[src/rtl/bcd_counter_pkg.sv]
// rtl/bcd_counter_pkg.sv - shared constants and digit sanitise helper for the cascaded decade counter
package bcd_counter_pkg;

    localparam int DIGIT_W        = 4;
    localparam int NUM_DIGITS_MIN = 1;
    localparam int NUM_DIGITS_MAX = 8;
    localparam int DIGIT_MOD_MIN  = 2;
    localparam int DIGIT_MOD_MAX  = 10;

    // Out-of-range digit codes are forced to zero so a digit can never leave 0..mod-1
    function automatic logic [DIGIT_W-1:0] sanitise(input logic [DIGIT_W-1:0] v, input int mod);
        return (int'(v) >= mod) ? '0 : v;
    endfunction

endpackage

[src/rtl/bcd_digit.sv]
// rtl/bcd_digit.sv - single modulo-DIGIT_MOD up/down digit with clear and load
module bcd_digit
    import bcd_counter_pkg::*;
#(
    parameter int DIGIT_MOD = 10
) (
    input  logic               clk,
    input  logic               grst,
    input  logic               clr,
    input  logic               load,
    input  logic [DIGIT_W-1:0] ld_val,
    input  logic               step_in,
    input  logic               up,
    output logic [DIGIT_W-1:0] q,
    output logic               at_max,
    output logic               at_zero
);

    localparam logic [DIGIT_W-1:0] MAX_V = DIGIT_W'(DIGIT_MOD - 1);

    // Digit register: clear beats load beats step; a step wraps at either end of the range
    always_ff @(posedge clk or posedge grst) begin
        if (grst) begin
            q <= '0;
        end else if (clr) begin
            q <= '0;
        end else if (load) begin
            q <= sanitise(ld_val, DIGIT_MOD);
        end else if (step_in) begin
            if (up) begin
                q <= at_max ? '0 : q + DIGIT_W'(1);
            end else begin
                q <= at_zero ? MAX_V : q - DIGIT_W'(1);
            end
        end
    end

    assign at_max  = (q == MAX_V);
    assign at_zero = (q == '0);

endmodule

[src/rtl/bcd_cascade_counter.sv]
// rtl/bcd_cascade_counter.sv - NUM_DIGITS cascaded up/down decade counter; BCD_CNT_SAT_EN selects saturating mode with sticky ovf
module bcd_cascade_counter
    import bcd_counter_pkg::*;
#(
    parameter int NUM_DIGITS = 4,
    parameter int DIGIT_MOD  = 10
) (
    input  logic                          clk,
    input  logic                          grst,
    input  logic                          clr,
    input  logic                          load,
    input  logic [DIGIT_W*NUM_DIGITS-1:0] load_value,
    input  logic                          enable,
    input  logic                          up,
    output logic [DIGIT_W*NUM_DIGITS-1:0] count,
    output logic                          carryout,
    output logic                          borrowout,
    output logic                          ovf
);

    if (NUM_DIGITS < NUM_DIGITS_MIN || NUM_DIGITS > NUM_DIGITS_MAX) begin : g_bad_digits
        $error("bcd_cascade_counter: NUM_DIGITS out of range");
    end
    if (DIGIT_MOD < DIGIT_MOD_MIN || DIGIT_MOD > DIGIT_MOD_MAX) begin : g_bad_mod
        $error("bcd_cascade_counter: DIGIT_MOD out of range");
    end

    logic [NUM_DIGITS-1:0] at_max;
    logic [NUM_DIGITS-1:0] at_zero;
    logic [NUM_DIGITS-1:0] step;
    logic [NUM_DIGITS:0]   pre_max;
    logic [NUM_DIGITS:0]   pre_zero;
    logic                  sat_hold;

    // pre_max[k]/pre_zero[k]: every digit below k is at its max/zero, i.e. digit k receives the ripple
    assign pre_max[0]  = 1'b1;
    assign pre_zero[0] = 1'b1;

    for (genvar k = 0; k < NUM_DIGITS; k++) begin : g_digit
        assign pre_max[k+1]  = pre_max[k] & at_max[k];
        assign pre_zero[k+1] = pre_zero[k] & at_zero[k];
        assign step[k]       = enable & ~sat_hold & (up ? pre_max[k] : pre_zero[k]);

        bcd_digit #(
            .DIGIT_MOD(DIGIT_MOD)
        ) u_digit (
            .clk    (clk),
            .grst   (grst),
            .clr    (clr),
            .load   (load),
            .ld_val (load_value[DIGIT_W*k +: DIGIT_W]),
            .step_in(step[k]),
            .up     (up),
            .q      (count[DIGIT_W*k +: DIGIT_W]),
            .at_max (at_max[k]),
            .at_zero(at_zero[k])
        );
    end

    // Terminal counts are combinational so a following stage can use them as its enable directly
    assign carryout  = enable & up & pre_max[NUM_DIGITS];
    assign borrowout = enable & ~up & pre_zero[NUM_DIGITS];

`ifdef BCD_CNT_SAT_EN
    // A terminal step would wrap; suppress it so the count sticks at the end of the range
    assign sat_hold = carryout | borrowout;

    // Sticky overflow: set by a suppressed terminal step, cleared only by clr or grst
    always_ff @(posedge clk or posedge grst) begin
        if (grst) begin
            ovf <= 1'b0;
        end else if (clr) begin
            ovf <= 1'b0;
        end else if (!load && sat_hold) begin
            ovf <= 1'b1;
        end
    end
`else
    assign sat_hold = 1'b0;
    assign ovf      = 1'b0;
`endif

endmodule

[config.mk]
export PLATFORM = sky130hd
export DESIGN_NAME = bcd_cascade_counter
export DESIGN_NICKNAME = d
export VERILOG_FILES = /design/src/rtl/bcd_counter_pkg.sv /design/src/rtl/bcd_digit.sv /design/src/rtl/bcd_cascade_counter.sv
export SDC_FILE = /design/constraint.sdc
export NUM_CORES = 1
export LEC_CHECK = 0
export BUFFER_PORTS_ARGS = -buffer_cell sky130_fd_sc_hd__buf_2
export CORE_AREA = 10 10 72 74
export DETAILED_ROUTE_END_ITERATION = 10
export DIE_AREA = 0 0 82 84
export PLACE_DENSITY_LB_ADDON = 0.08
export SKIP_CTS_REPAIR_TIMING = 1
export SLEW_MARGIN = 20
export SYNTH_ARGS = -nofsm -noshare
export SYNTH_HDL_FRONTEND = slang
export SYNTH_SLANG_ARGS = --single-unit
[constraint.sdc]
create_clock -name clk -period 1.8 [get_ports clk]
set_clock_uncertainty 0.1 [all_clocks]
set_input_delay 0.36 -clock clk [delete_from_list [all_inputs] [get_ports clk]]
set_output_delay 0.36 -clock clk [all_outputs]
set_load 0.01 [all_outputs]
# Yosys cells after proc, flatten, opt, wreduce, memory -nomap -nowiden
# Index checks and enable logic that the tools add are counted.
[op_classes]
add_sub_neg = 8
n_lt_le_gt_ge = 4
eq_ne = 4
muxes = 31
bitwise_logic = 14
reduce_logical = 8
[ops]
columns = ["op", "count"]
rows = [
  ["$mux W4", 28],
  ["$add A4 B1 Y4 const B", 4],
  ["$eq A4 B4 Y1 const B", 4],
  ["$ge A4 B4 Y1 const B", 4],
  ["$logic_not A4 Y1", 4],
  ["$sub A4 B1 Y4 const B", 4],
  ["$and A1 B1 Y1", 13],
  ["$reduce_bool A3 Y1", 4],
  ["$mux W1", 3],
  ["$not A1 Y1", 1],
]
[totals]
register_bits = 16
inputBits = 22
output_inout_bits = 19
word_cells = 73

# Longest topological paths before layout
[depth]
depth_word = 8
depth_mapped = 7
mapped_depth_nobuf = 7

# By module
# From an unflattened synthesis, not the netlist that was laid out.
[unflattened]
cells_unflattened = 219
hier_area_um2 = 1690.4
[by_module_without_submodules]
columns = ["mod", "instances", "cells_per_inst", "area_each_um2", "seq_area_each_um2"]
rows = [
  ["bcd_digit", 4, 51, 396.6, 100.1],
  ["bcd_cascade_counter", 1, 15, 103.8, 0.0],
]

# Worst setup path before layout
# Ideal clock, no wire load.
[synth_timing]
path_type = "register -> output"
start = "register g_digit[2].u_digit.q[0]"
end = "output port borrowout"
arrival_time_ns = 1.564
t_required_ns = 1.340
setup_slack_ns = -0.224
stages_incl_launch_ff = 6
n_path_buf = 0
path_cell_list = "dfrtp_1 > inv_1 > ha_1 > nor3b_2 > nand4_1 > nor4_1"
[synth_between]
elab_chain_len = 4
[synth_lines]
columns = ["element", "line_no", "rtl"]
rows = [
  ["start, declared", "bcd_digit.sv:14", "output logic [DIGIT_W-1:0] q,"],
  ["start signal, assigned", "bcd_digit.sv:28", "q <= sanitise(ld_val, DIGIT_MOD);"],
  ["start signal, assigned", "bcd_digit.sv:31", "q <= at_max ? '0 : q + DIGIT_W'(1);"],
  ["start signal, assigned", "bcd_digit.sv:33", "q <= at_zero ? MAX_V : q - DIGIT_W'(1);"],
  ["$logic_not A4 Y1", "bcd_digit.sv:39", "assign at_zero = (q == '0);"],
  ["$and A1 B1 Y1 (2 in series)", "bcd_cascade_counter.sv:41", "assign pre_zero[k+1] = pre_zero[k] & at_zero[k];"],
  ["$and A1 B1 Y1", "bcd_cascade_counter.sv:62", "assign borrowout = enable & ~up & pre_zero[NUM_DIGITS];"],
  ["end, declared", "bcd_cascade_counter.sv:17", "output logic borrowout,"],
]
# No other way between the ends.

# Worst setup path after layout
# Ends and elaborated chain as after synthesis.

==> results.sh <==
export IMPL_synthXorXnorAreaFrac_pct=0.987
export IMPL_async_flop_share_pct=100
export IMPL_synth_edf_count=0
export IMPL_finalPower_mw=1.33
export IMPL_layout_nets=339
export IMPL_critPathLaunch="g_digit[2].u_digit.q[0]"
export IMPL_htreeDepth=1
export IMPL_port_buffer_count=39
export IMPL_die_y_um=84
export IMPL_clk_latency_ns=0.26
export IMPL_met1_usage_pct=22.0
export IMPL_path_max_fanout=3
export IMPL_stdcell_area_sq_mm=0.00249
export IMPL_cts_clk_slew_worst_paths_ns=0.07
export IMPL_largest_register_ff_count=16
export IMPL_fin_cells=355
export IMPL_grt_remaining_overflow=0
export IMPL_die_w_um=82
export IMPL_clkSinkCount=16
export IMPL_muxShareOfSynthArea_pct=3.10
export IMPL_yosys_top_cells_count="a21oi_1, nand2_1, dfrtp_1"
export IMPL_reg_top3="g_digit.u_digit.q: 16 flops"
export IMPL_ys_types=65
export IMPL_post_place_ws_ns=-0.0896
export IMPL_dp_hpwl_mm=4.40
export IMPL_drc=0
export IMPL_worstSetupPathType="reg -> out"
export IMPL_yosys_area_share_adder_pct=7.75
export IMPL_syn_inst=219
export IMPL_clock_fmax_ghz=0.491
export IMPL_num_rows=23
export IMPL_status="finished, violations left"
export IMPL_cts_root_buf="clkbuf_8"
export IMPL_multi_input_area_sq_mm=0.00129
export IMPL_regMostFlops="g_digit.u_digit.q"
export IMPL_synthFlopType="dfrtp_1"
export IMPL_synth_compound_area_share_pct=28.5
export IMPL_ys_seq_area_share_pct=22.6
export IMPL_grt_use_met3_pct=3.77
export IMPL_drtIter0Drc=98
export IMPL_fin_ws_ns=-0.235
export IMPL_wl_mm=5.67
export IMPL_grt_pass1_wl_mm=9.20
export IMPL_dp_cells=347
export IMPL_rr_startpoint="g_digit[2].u_digit.q[0]"
export IMPL_grt_util_met2_pct=24.5
export IMPL_crit_chain="inv_2 > ha_4 > nor3b_4 > nand4_1 > nor4_2 > buf_2"
export IMPL_endpoint="borrowout"
export IMPL_n_antenna_cell=0
export IMPL_initial_core_util_pct=46.0
export IMPL_cap_viol_max_count=0
export IMPL_vias_per_cell=5.65
export IMPL_wl_per_cell_um=16.0
export IMPL_synth_seq_cells=16
export IMPL_rrSetupSlack_ns=-0.19
export IMPL_post_synth_top_area_cell="dfrtp_1"
export IMPL_die_area_sq_mm=0.00689
export IMPL_numCtsBuffers=3
export IMPL_avgSynthCellArea_sq_um=8.11
export IMPL_ys_warnings_count=0
export IMPL_worst_path_largest_cell_delay_ns=0.42
export IMPL_antenna_found_initial=0
export IMPL_grt_pass1_vias=1857
export IMPL_gr_usage_all_layers_pct=16.2
export IMPL_final_util_pct=64.5
export IMPL_worstSetupEndpointType="output pin"
export IMPL_hold_viol_final=0
export IMPL_ir_worst_vdd_uv=433
export IMPL_drv_slew=0
export IMPL_gp_congestion=0.853
export IMPL_pin_count=41
export IMPL_dr_pass1_iters=4
export IMPL_grt_max_degree=17
export IMPL_grt_busiest_layer="met2"
export IMPL_synth_top_cells_by_area="dfrtp_1, ha_1, a21oi_1"
export IMPL_synth_nets=252
export IMPL_drive_above_1_share_pct=45.2
export IMPL_hold_class="in -> async"
export IMPL_synth_top_family_by_area="compound AO/OA/AOI/OAI gates"
export IMPL_cp_slowest_cell="dfrtp_2"
export IMPL_start_kind="register"
export IMPL_seq_area_sq_um=404
export IMPL_r2r_cells=8
export IMPL_syn_to_final_growth_pct=40.0
export IMPL_finalCritPeriodShare_pct=113
export IMPL_finalSetupViolations=9
export IMPL_synthSimpleGateAreaFrac_pct=27.7
export IMPL_synth_top_area_share_pct=22.6
export IMPL_cts_buffer_depth=2
export IMPL_r2r_end="g_digit[3].u_digit.q[0]"
export IMPL_placed_area_sq_mm=0.00235
export IMPL_syn_area_sq_mm=0.00178
export IMPL_fp_coreArea_sq_mm=0.00386
export IMPL_via_count=2007
export IMPL_crit_required_ns=1.34
export IMPL_final_fill_count=364
export IMPL_leakagePower_nw=1.16
export IMPL_rsz0062_at_grt="yes"
export IMPL_cellPowerDensity_mw_per_mm2=537
export IMPL_antenna_left=0
export IMPL_fin_crit_ns=2.03
export IMPL_arrival_ns=1.57
export IMPL_cts_tree="yes"
export IMPL_violations="setup timing"
-- worst min-delay path by stage --
| stage | from | end | cells past startpoint |
|---|---|---|---|
| 2_1_floorplan | grst | g_digit[0].u_digit.q[0] | 1 |
| 3_3_place_gp | grst | g_digit[2].u_digit.q[3] | 3 |
| 3_5_place_dp | grst | g_digit[2].u_digit.q[3] | 3 |
| 4_1_cts | grst | g_digit[2].u_digit.q[3] | 3 |
| 5_1_grt | grst | g_digit[2].u_digit.q[3] | 3 |
| 6_report | grst | g_digit[2].u_digit.q[3] | 3 |
-- power breakdown --
group | total, mW | switching, mW | internal, mW
clock | 0.335 | 0.140 | 0.195
sequential | 0.422 | 0.0362 | 0.386
combinational | 0.577 | 0.289 | 0.288
total | 1.33 | 0.466 | 0.868
-- final cells by class --
class / instances / share of cell area (%)
multi-input combinational: 177 / 51.8
timing repair buffer: 95 / 25.3
sequential: 16 / 16.3
tap: 50 / 2.52
clock buffer: 4 / 2.21
inverter: 13 / 1.96
-- stage by stage --
stage	TNS, ns	hold slack [ns]
finish	-1.31	0.000366
global route	-2.37	0.0315
global placement	-0.287	0.282
floorplan	-0.315	0.174
detailed placement	-0.473	0.287
CTS	-1.18	0.00631
-- per-layer routing --
metal / share of wire (%) / vias up
li1: - / 986
met1: 45 / 944
met2: 48 / 71
met3: 6.4 / 6
met4: 1.2 / 0
met5: 0 / -
-- critical path, delay by kind of cell (launching register included) --
kind,cells,cell delay (ns)
adders and majority gates,1,0.13
buffers and inverters,2,0.25
DFF,1,0.42
and+or+nand+nor,3,0.52
-- cell families (layout without fill, tap and decap cells) --
| group | Yosys count | count (layout) |
|---|---|---|
| simple gates | 84 | 84 |
| buf+inv | 26 | 112 |
| compound gates | 75 | 75 |
| mux | 4 | 4 |
| flops | 16 | 16 |
| other cells | 1 | 1 |
| fa+ha+maj | 11 | 11 |
| xor+xnor | 2 | 2 |
-- placed cells by master (no fill, tap or decap), types with 3 or more instances in the layout --
cell type	netlist	final
and3_1	3	3
dfrtp_2	0	3
mux2_4	3	3
clkbuf_8	1	4
o31ai_1	5	5
inv_1	11	7
dfrtp_1	16	13
a21oi_1	17	17
o21ai_1	4	4
nand2b_1	5	5
inv_2	2	6
nand2_1	17	17
a32oi_1	4	4
nor3_1	6	5
buf_4	3	55
ha_1	11	6
buf_2	3	39
ha_2	0	3
a211oi_1	4	4
nor2_1	11	11
o21ai_0	14	14
nand3_1	14	13
No activity file was read; power rests on OpenSTA's default activity.
